[src/rtl/vc_out_arb_mux.sv]
// Round-robin virtual-channel output mux with head-to-tail grant locking and a registered valid/ready output.
// Optional VC_MUX_SEL_OVERRIDE_EN adds a one-hot mux_sel input that replaces the round-robin choice in IDLE.
module vc_out_arb_mux #(
    parameter int DW     = 32,
    parameter int NUM_VC = 5
) (
    input  logic                 clk,
    input  logic                 rst,
    input  logic [NUM_VC*DW-1:0] data_in,
    input  logic [NUM_VC-1:0]    valid_in,
    input  logic [NUM_VC-1:0]    tail_in,
    output logic [NUM_VC-1:0]    ready_out,
    output logic [DW-1:0]        data_out,
    output logic                 valid_out,
    output logic                 tail_out,
    output logic [NUM_VC-1:0]    sel_out,
    input  logic                 ready_in
`ifdef VC_MUX_SEL_OVERRIDE_EN
    ,
    input  logic [NUM_VC-1:0]    mux_sel
`endif
);

    localparam int IW = (NUM_VC > 1) ? $clog2(NUM_VC) : 1;

    typedef enum logic {IDLE, LOCKED} state_t;

    state_t              state_q;
    logic [IW-1:0]       rr_ptr_q;
    logic [IW-1:0]       lock_vc_q;
    logic [DW-1:0]       data_q;
    logic                valid_q;
    logic                tail_q;
    logic [NUM_VC-1:0]   sel_q;

    logic [NUM_VC-1:0]   idle_oh;
    logic [NUM_VC-1:0]   lock_oh;
    logic [NUM_VC-1:0]   grant_oh;
    logic [IW-1:0]       grant_idx;
    logic [DW-1:0]       data_d;
    logic                tail_d;
    logic                load;
    logic                xfer;

`ifdef VC_MUX_SEL_OVERRIDE_EN
    always_comb begin
        idle_oh = $onehot(mux_sel) ? mux_sel : '0;
    end
`else
    logic rr_found;

    // Circular search from rr_ptr+1: first pass covers VCs above the pointer, second wraps to the rest.
    always_comb begin
        idle_oh  = '0;
        rr_found = 1'b0;
        for (int unsigned i = 0; i < NUM_VC; i++) begin
            if (!rr_found && valid_in[i] && (i > 32'(rr_ptr_q))) begin
                idle_oh[i] = 1'b1;
                rr_found   = 1'b1;
            end
        end
        for (int unsigned i = 0; i < NUM_VC; i++) begin
            if (!rr_found && valid_in[i] && (i <= 32'(rr_ptr_q))) begin
                idle_oh[i] = 1'b1;
                rr_found   = 1'b1;
            end
        end
    end
`endif

    always_comb begin
        lock_oh = '0;
        for (int unsigned i = 0; i < NUM_VC; i++) begin
            lock_oh[i] = (32'(lock_vc_q) == i);
        end
    end

    always_comb begin
        grant_oh = (state_q == LOCKED) ? lock_oh : idle_oh;
    end

    always_comb begin
        grant_idx = '0;
        data_d    = '0;
        for (int unsigned i = 0; i < NUM_VC; i++) begin
            if (grant_oh[i]) begin
                grant_idx = IW'(i);
                data_d    = data_in[i*DW +: DW];
            end
        end
    end

    always_comb begin
        load      = !valid_q || ready_in;
        ready_out = load ? grant_oh : '0;
        xfer      = |(valid_in & ready_out);
        tail_d    = |(tail_in & grant_oh);
    end

    always_ff @(posedge clk or posedge rst) begin
        if (rst) begin
            state_q   <= IDLE;
            rr_ptr_q  <= IW'(NUM_VC - 1);
            lock_vc_q <= '0;
            data_q    <= '0;
            valid_q   <= 1'b0;
            tail_q    <= 1'b0;
            sel_q     <= '0;
        end else begin
            if (xfer) begin
                data_q  <= data_d;
                tail_q  <= tail_d;
                sel_q   <= grant_oh;
                valid_q <= 1'b1;
            end else if (ready_in) begin
                valid_q <= 1'b0;
            end

            case (state_q)
                IDLE: begin
                    if (xfer) begin
                        rr_ptr_q <= grant_idx;
                        if (!tail_d) begin
                            state_q   <= LOCKED;
                            lock_vc_q <= grant_idx;
                        end
                    end
                end
                LOCKED: begin
                    if (xfer && tail_d) begin
                        state_q <= IDLE;
                    end
                end
                default: state_q <= IDLE;
            endcase
        end
    end

    assign data_out  = data_q;
    assign valid_out = valid_q;
    assign tail_out  = tail_q;
    assign sel_out   = sel_q;

endmodule

[config.mk]
export PLATFORM = sky130hd
export DESIGN_NAME = vc_out_arb_mux
export DESIGN_NICKNAME = d
export VERILOG_FILES = /design/src/rtl/vc_out_arb_mux.sv
export SDC_FILE = /design/constraint.sdc
export NUM_CORES = 1
export LEC_CHECK = 0
export ABC_AREA = 1
export CORE_UTILIZATION = 23
export DETAILED_ROUTE_END_ITERATION = 12
export HOLD_SLACK_MARGIN = 0.1
export PLACE_DENSITY_LB_ADDON = 0.3
export SYNTH_ARGS = -nofsm -noshare
export SYNTH_HDL_FRONTEND = slang
export SYNTH_SLANG_ARGS = --single-unit
[constraint.sdc]
create_clock -name clk -period 2.5 [get_ports clk]
set_clock_uncertainty 0.1 [all_clocks]
set_input_delay 0.25 -clock clk [delete_from_list [all_inputs] [get_ports clk]]
set_output_delay 0.25 -clock clk [all_outputs]
set_load 0.02 [all_outputs]
[Yosys cells after proc, flatten, opt, wreduce, memory -nomap -nowiden]
Cells that the tools add are included.
Cells by class
  order comparisons: 8
  equal/unequal tests: 4
  mux-type cells: 33
  bitwise logic cells: 4
  reductions and logical operators: 33
Operators by type and width (count)
  32-bit 2-to-1 mux: 5
  1-bit 2-to-1 mux: 22
  1-bit logical AND: 17
  5-bit bitwise AND: 2
  5-bit 2-to-1 mux: 2
  5-bit OR reduction: 2
  1-bit logical NOT: 9
  3-bit 2-to-1 mux: 3
  3-bit by 2-bit == test with 1-bit output, second input constant: 2
  2-bit by 3-bit greater-than comparator with 1-bit output, first input constant: 2
  2-bit by 3-bit less-or-equal comparator with 1-bit output, first input constant: 2
  3-bit by 1-bit == test with 1-bit output, second input constant: 1
  3-bit == test, second input constant: 1
  1-bit by 3-bit greater-than comparator with 1-bit output, first input constant: 1
  3-bit greater-than comparator, first input constant: 1
  1-bit by 3-bit less-or-equal comparator with 1-bit output, first input constant: 1
  3-bit less-or-equal comparator, first input constant: 1
  3-bit logical NOT: 1
  3-bit AND reduction: 1
  1-bit inverter: 2
  1-bit case mux with 2 select lines: 1
  2-bit AND reduction: 1
  2-bit nonzero test: 1
  1-bit logical OR: 1
Word-level totals
  flip-flop bits (word level): 46
  output and inout bits: 44
  logic and storage cells: 89

[Logic depth before layout (Yosys ltp)]
  word-level depth: 41
  gate-level depth with buffers: 17
  mapped depth without buffers: 15

[Least setup slack after synthesis]
Ideal clock, no wire load.
  path type: register to output
  start point: register rr_ptr_q[2]
  end point: output port ready_out[1]
  data arrival time: 1.748 ns
  required time: 2.150 ns
  slack: 0.402 ns
  stages on the path, launching flop included: 10
  path buffers: 1
  path through: dfstp_2 -> inv_2 -> nand2_1 -> nand4_2 -> o21bai_1 -> nand2_1 -> nand2_2 -> clkbuf_1 -> inv_1 -> nor2_1
On the way
  longest elaborated chain between the ends: 24
RTL lines
  from (decl): line 29  | logic [IW-1:0] rr_ptr_q;
  from (signal assigned): line 103  | rr_ptr_q <= IW'(NUM_VC - 1);
  from (signal assigned): line 122  | rr_ptr_q <= grant_idx;
  1-bit by 3-bit greater-than comparator with 1-bit output: line 57  | if (!rr_found && valid_in[i] && (i > 32'(rr_ptr_q))) begin
  1-bit logical AND: line 57
  1-bit 2-to-1 mux: line 57
  1-bit logical NOT: line 57
  1-bit logical AND (2 in series): line 57
  1-bit 2-to-1 mux: line 57
  1-bit logical NOT: line 57
  1-bit logical AND (2 in series): line 57
  [... 5 more ...]
  1-bit logical NOT: line 63  | if (!rr_found && valid_in[i] && (i <= 32'(rr_ptr_q))) begin
  1-bit logical AND: line 63
  1-bit 2-to-1 mux: line 63
  1-bit logical NOT: line 63
  1-bit logical AND (2 in series): line 63
  1-bit 2-to-1 mux (*): line 63
  5-bit 2-to-1 mux (*): line 79  | grant_oh = (state_q == LOCKED) ? lock_oh : idle_oh;
  5-bit 2-to-1 mux (*): line 95  | ready_out = load ? grant_oh : '0;
  to (decl): line 12  | output logic [NUM_VC-1:0] ready_out,
Mark *: on every way between the ends. The rest lies on a longest branch, timed or not.

[Final worst setup path]
Ends and elaborated chain as after synthesis.

==> results.txt <==
----------------------------------------------------
[Global route]
  Largest net degree at the start of global routing ... 47
  Antenna violations before repair ... 0
  GRT Overall Usage ... 17.44%
  Global-route congestion overflow total ... 0
  Wire length of the first global-routing pass ... ~20000 um
  Vias in the first global route ... about 4000

[Critical path]
  Max stage delay cell, worst path ... sky130_fd_sc_hd__dfstp_2
  Kind of cell adding the most delay to the critical path ... flip-flops
  Class of the most critical setup path ... reg2out
  Worst path arrival time ... around 2.0 ns
  Worst path bufs/invs ... 3
  Biggest fanout along the worst timing path ... 4
  Data required, critical path ... between 2 and 2.5 ns
  CP most frequent cell ... sky130_fd_sc_hd__nand2_1
  Kind of end point of the critical path ... output port
  Critical path launch point type ... flop
  Critical path, cell by cell ... inv_2 > nand2_1 > nand4_2 > o21bai_1 > nand2_1 > nand2_2 > inv_1 > nor2_1 > clkdlybuf4s15_1
  Worst-case register-to-register setup slack ... 0.17 ns
  Worst path max stage delay ... roughly 0.60 ns

[Final layout]
  Area used by sequential logic in the layout ... ~1200 um2
  Final cell utilization of the core ... between 40 and 50%
  Share of cells above drive strength 1 ... under 10%
  Fill cells ... roughly 1400
  Final-stage net count ... between 900 and 1000
  Area Overhead vs Synth ... 86.65%
  Area occupied by multi-input gates ... roughly 1800 um2
  Inserted Diodes ... 0

[Synth]
  Leading cell types by total area after synthesis ... sky130_fd_sc_hd__dfrtp_1 (36%), sky130_fd_sc_hd__nand2_1 (33%), sky130_fd_sc_hd__nand3_1 (13%)
  Most used standard cell by instance count after synthesis ... sky130_fd_sc_hd__nand2_1
  Flip-flop and latch count after synthesis ... 46
  Syn nets ... around 680
  Post-synth EDFFs ... 0
  Most instantiated cells after synthesis ... sky130_fd_sc_hd__nand2_1 (273), sky130_fd_sc_hd__nand3_1 (80), sky130_fd_sc_hd__dfrtp_1 (45)
  Largest area contributor in the synthesized netlist ... sky130_fd_sc_hd__dfrtp_1
  Number of different library cells in the post-synthesis netlist ... 25
  Part of the Yosys area used for sequential elements ... 36.69%
  Async S/R FF share, synth ... between 90% and 100%
  Syn. warnings ... 0
  Instance count of the mapped netlist ... 509
  Most used DFF post-synth ... sky130_fd_sc_hd__dfrtp_1
  Average size of a mapped cell ... 6.170 um2
  Post-synth design cell area ... about 3100 um2
  Area share of the largest cell type after synthesis ... 35.86%

[Clock network]
  H-tree Lvls ... 2
  Root buf cell ... sky130_fd_sc_hd__clkbuf_16
  Number of CTS-inserted buffers ... 5
  Clock sink count ... between 40 and 50
  Maximum root-to-sink buffer count ... 2
  Reg clk slew, reported paths ... around 0.070 ns
  Clock tree from TritonCTS ... yes
  Clock network latency to the later pin of the worst-skew pair ... around 0.28 ns

[Routing]
  Total wirelength of the detailed-routed design ... roughly 12000 um
  Drt via density ... ~4.4
  Drt wl/cell ... 13.58 um
  Detailed router's first-iteration violation count ... around 180
  First-pass iteration count of the detailed router ... 5
  Post-route DRC violation count ... 0
  Remaining antenna violation count ... 0
  Total number of vias ... 4019

[Power]
  Post-layout power ... ~7 mW
  Worst vdd rail ir drop ... between 0.4 and 0.5 mV
  Pwr Density ... between 1000 and 1500 nW/um2
  Leak ... about 2.7 nW

[STA]
  RSZ-0062 raised after global routing ... no
  Number of max-slew violations in the final report ... 0
  Final Hold Fails ... 0
  Transition time of the tightest slew-check pin ... ~0.60 ns
  Post-route fraction of the period consumed by the critical path ... around 95%
  Hold slack final ... between 0.3 and 0.4 ns
  Fmax achieved ... approximately 420 MHz
  Final critical-path required period ... about 2.4 ns
  Headroom to the max-slew limit ... between 50% and 60%
  Final setup violation count ... 0

[Place]
  Post-detail-place hpwl ... a little over 10000 um
  Gpl congestion ... 0.8435
  Buffers added on ports ... 216

[Die]
  Row Count ... 42
  Number of primary I/O pins ... 217
  Die width ... roughly 120 um
  Area of the die ... 14130 um2
  Die Y ... about 120 um
  Starting density of the core ... 23.62%
  Area of the core ... approximately 13000 um2

[Run status]
  Outcome ... completed

[Run]
  Count of max-cap constraint violations ... 0

[Min path]
  Worst min-delay path class ... in2async

----------------------------------------------------
-- stage by stage --
stage          std cells  setup TNS [ns]  setup slack [ns]  cell area (um2)
6_report             910               0            0.1187             5862
5_1_grt              910               0          0.003419             5862
4_1_cts              908               0           0.02491             5776
3_5_place_dp         900         -0.1839          -0.05733             5612
3_3_place_gp         900      -0.0001585        -0.0001585             5612
2_1_floorplan        509               0            0.4018             3141
-- cells in the final DEF (no fill, tap or decap), types with 3 or more instances in the layout --
cell type | synthesis | layout
sky130_fd_sc_hd__buf_4 | 1 | 21
sky130_fd_sc_hd__buf_6 | 2 | 4
sky130_fd_sc_hd__clkbuf_16 | 0 | 6
sky130_fd_sc_hd__clkbuf_2 | 0 | 3
sky130_fd_sc_hd__clkdlybuf4s50_1 | 0 | 211
sky130_fd_sc_hd__dfrtp_1 | 45 | 45
sky130_fd_sc_hd__inv_1 | 16 | 14
sky130_fd_sc_hd__inv_2 | 4 | 6
sky130_fd_sc_hd__nand2_1 | 273 | 272
sky130_fd_sc_hd__nand2_2 | 4 | 5
sky130_fd_sc_hd__nand3_1 | 80 | 77
sky130_fd_sc_hd__nand3_2 | 3 | 5
sky130_fd_sc_hd__nand4_1 | 5 | 5
sky130_fd_sc_hd__nor2_1 | 7 | 6
sky130_fd_sc_hd__o21ai_0 | 32 | 22
sky130_fd_sc_hd__o21ai_1 | 0 | 9
-- area by class of cell --
cell class / instances / area share (%)
clock buffers: 5 / 2.134
clock inverters: 3 / 0.7684
inverters: 20 / 1.281
multi-input cells: 416 / 31.23
flip-flops and latches: 46 / 19.66
well taps: 176 / 3.757
repair buffers: 244 / 41.17
-- sequential cells by signal, indices dropped and copies added, names as in the netlist, named ones only --
signal and flops:
data_out 32, sel_out 5, lock_vc_q 3, rr_ptr_q 3, tail_out 1, valid_out 1
-- path summary, 6_finish.rpt --
path	startpoint	end	cells past startpoint
max	rr_ptr_q[2]	ready_out[1]	9
min reg2reg	data_out[7]	data_out[7]	2
max in group asynchronous	rst	data_out[16]	3
max reg2reg	rr_ptr_q[2]	data_out[15]	14
min in group clk	data_out[7]	data_out[7]	2
min	rst	data_out[3]	3
-- routing by layer --
metal	part of all wire (%)	track usage, %	wire (um)
met2	51	32.20	6277
met1	43	20.39	5302
met3	5.0	3.831	623
met4	1.2	3.956	150
met5	0	0	0
-- logic make-up after synthesis --
group           Yosys count  synth area share [%]
buf+inv                  47                 6.574
flops                    46                 36.69
simple gates            379                 50.56
compound gates           37                 6.175
-- where the power goes --
part | internal, mW | leakage [nW] | switching, mW
clock network | 0.471 | 0.0760 | 0.281
registers | 1.13 | 0.577 | 0.231
logic | 2.13 | 2.05 | 2.93
total | 3.72 | 2.70 | 3.44
-- what timing repair did --
item | in CTS | in global routing
cloned | 0 | 1
setup buffers | 0 | 1
pin swaps | 0 | 0
gates resized for setup | 5 | 31
setup endpoints to repair | 5 | 47
hold buffers | 0 | 0
-- worst reg2reg max path: stages (launching register included) --
cell,delay [ns]
sky130_fd_sc_hd__dfstp_2,0.60
sky130_fd_sc_hd__inv_2,0.07
sky130_fd_sc_hd__nand2_1,0.09
sky130_fd_sc_hd__nand4_2,0.14
sky130_fd_sc_hd__nor2_2,0.14
sky130_fd_sc_hd__nand3_1,0.08
sky130_fd_sc_hd__nand2_1,0.06
sky130_fd_sc_hd__nand2_1,0.06
sky130_fd_sc_hd__nand2_2,0.09
sky130_fd_sc_hd__inv_2,0.06
sky130_fd_sc_hd__buf_4,0.22
sky130_fd_sc_hd__o21ai_1,0.30
sky130_fd_sc_hd__nand3_1,0.11
sky130_fd_sc_hd__nand2_1,0.07
sky130_fd_sc_hd__nand2_1,0.05
No activity file was read; power rests on OpenSTA's default activity.
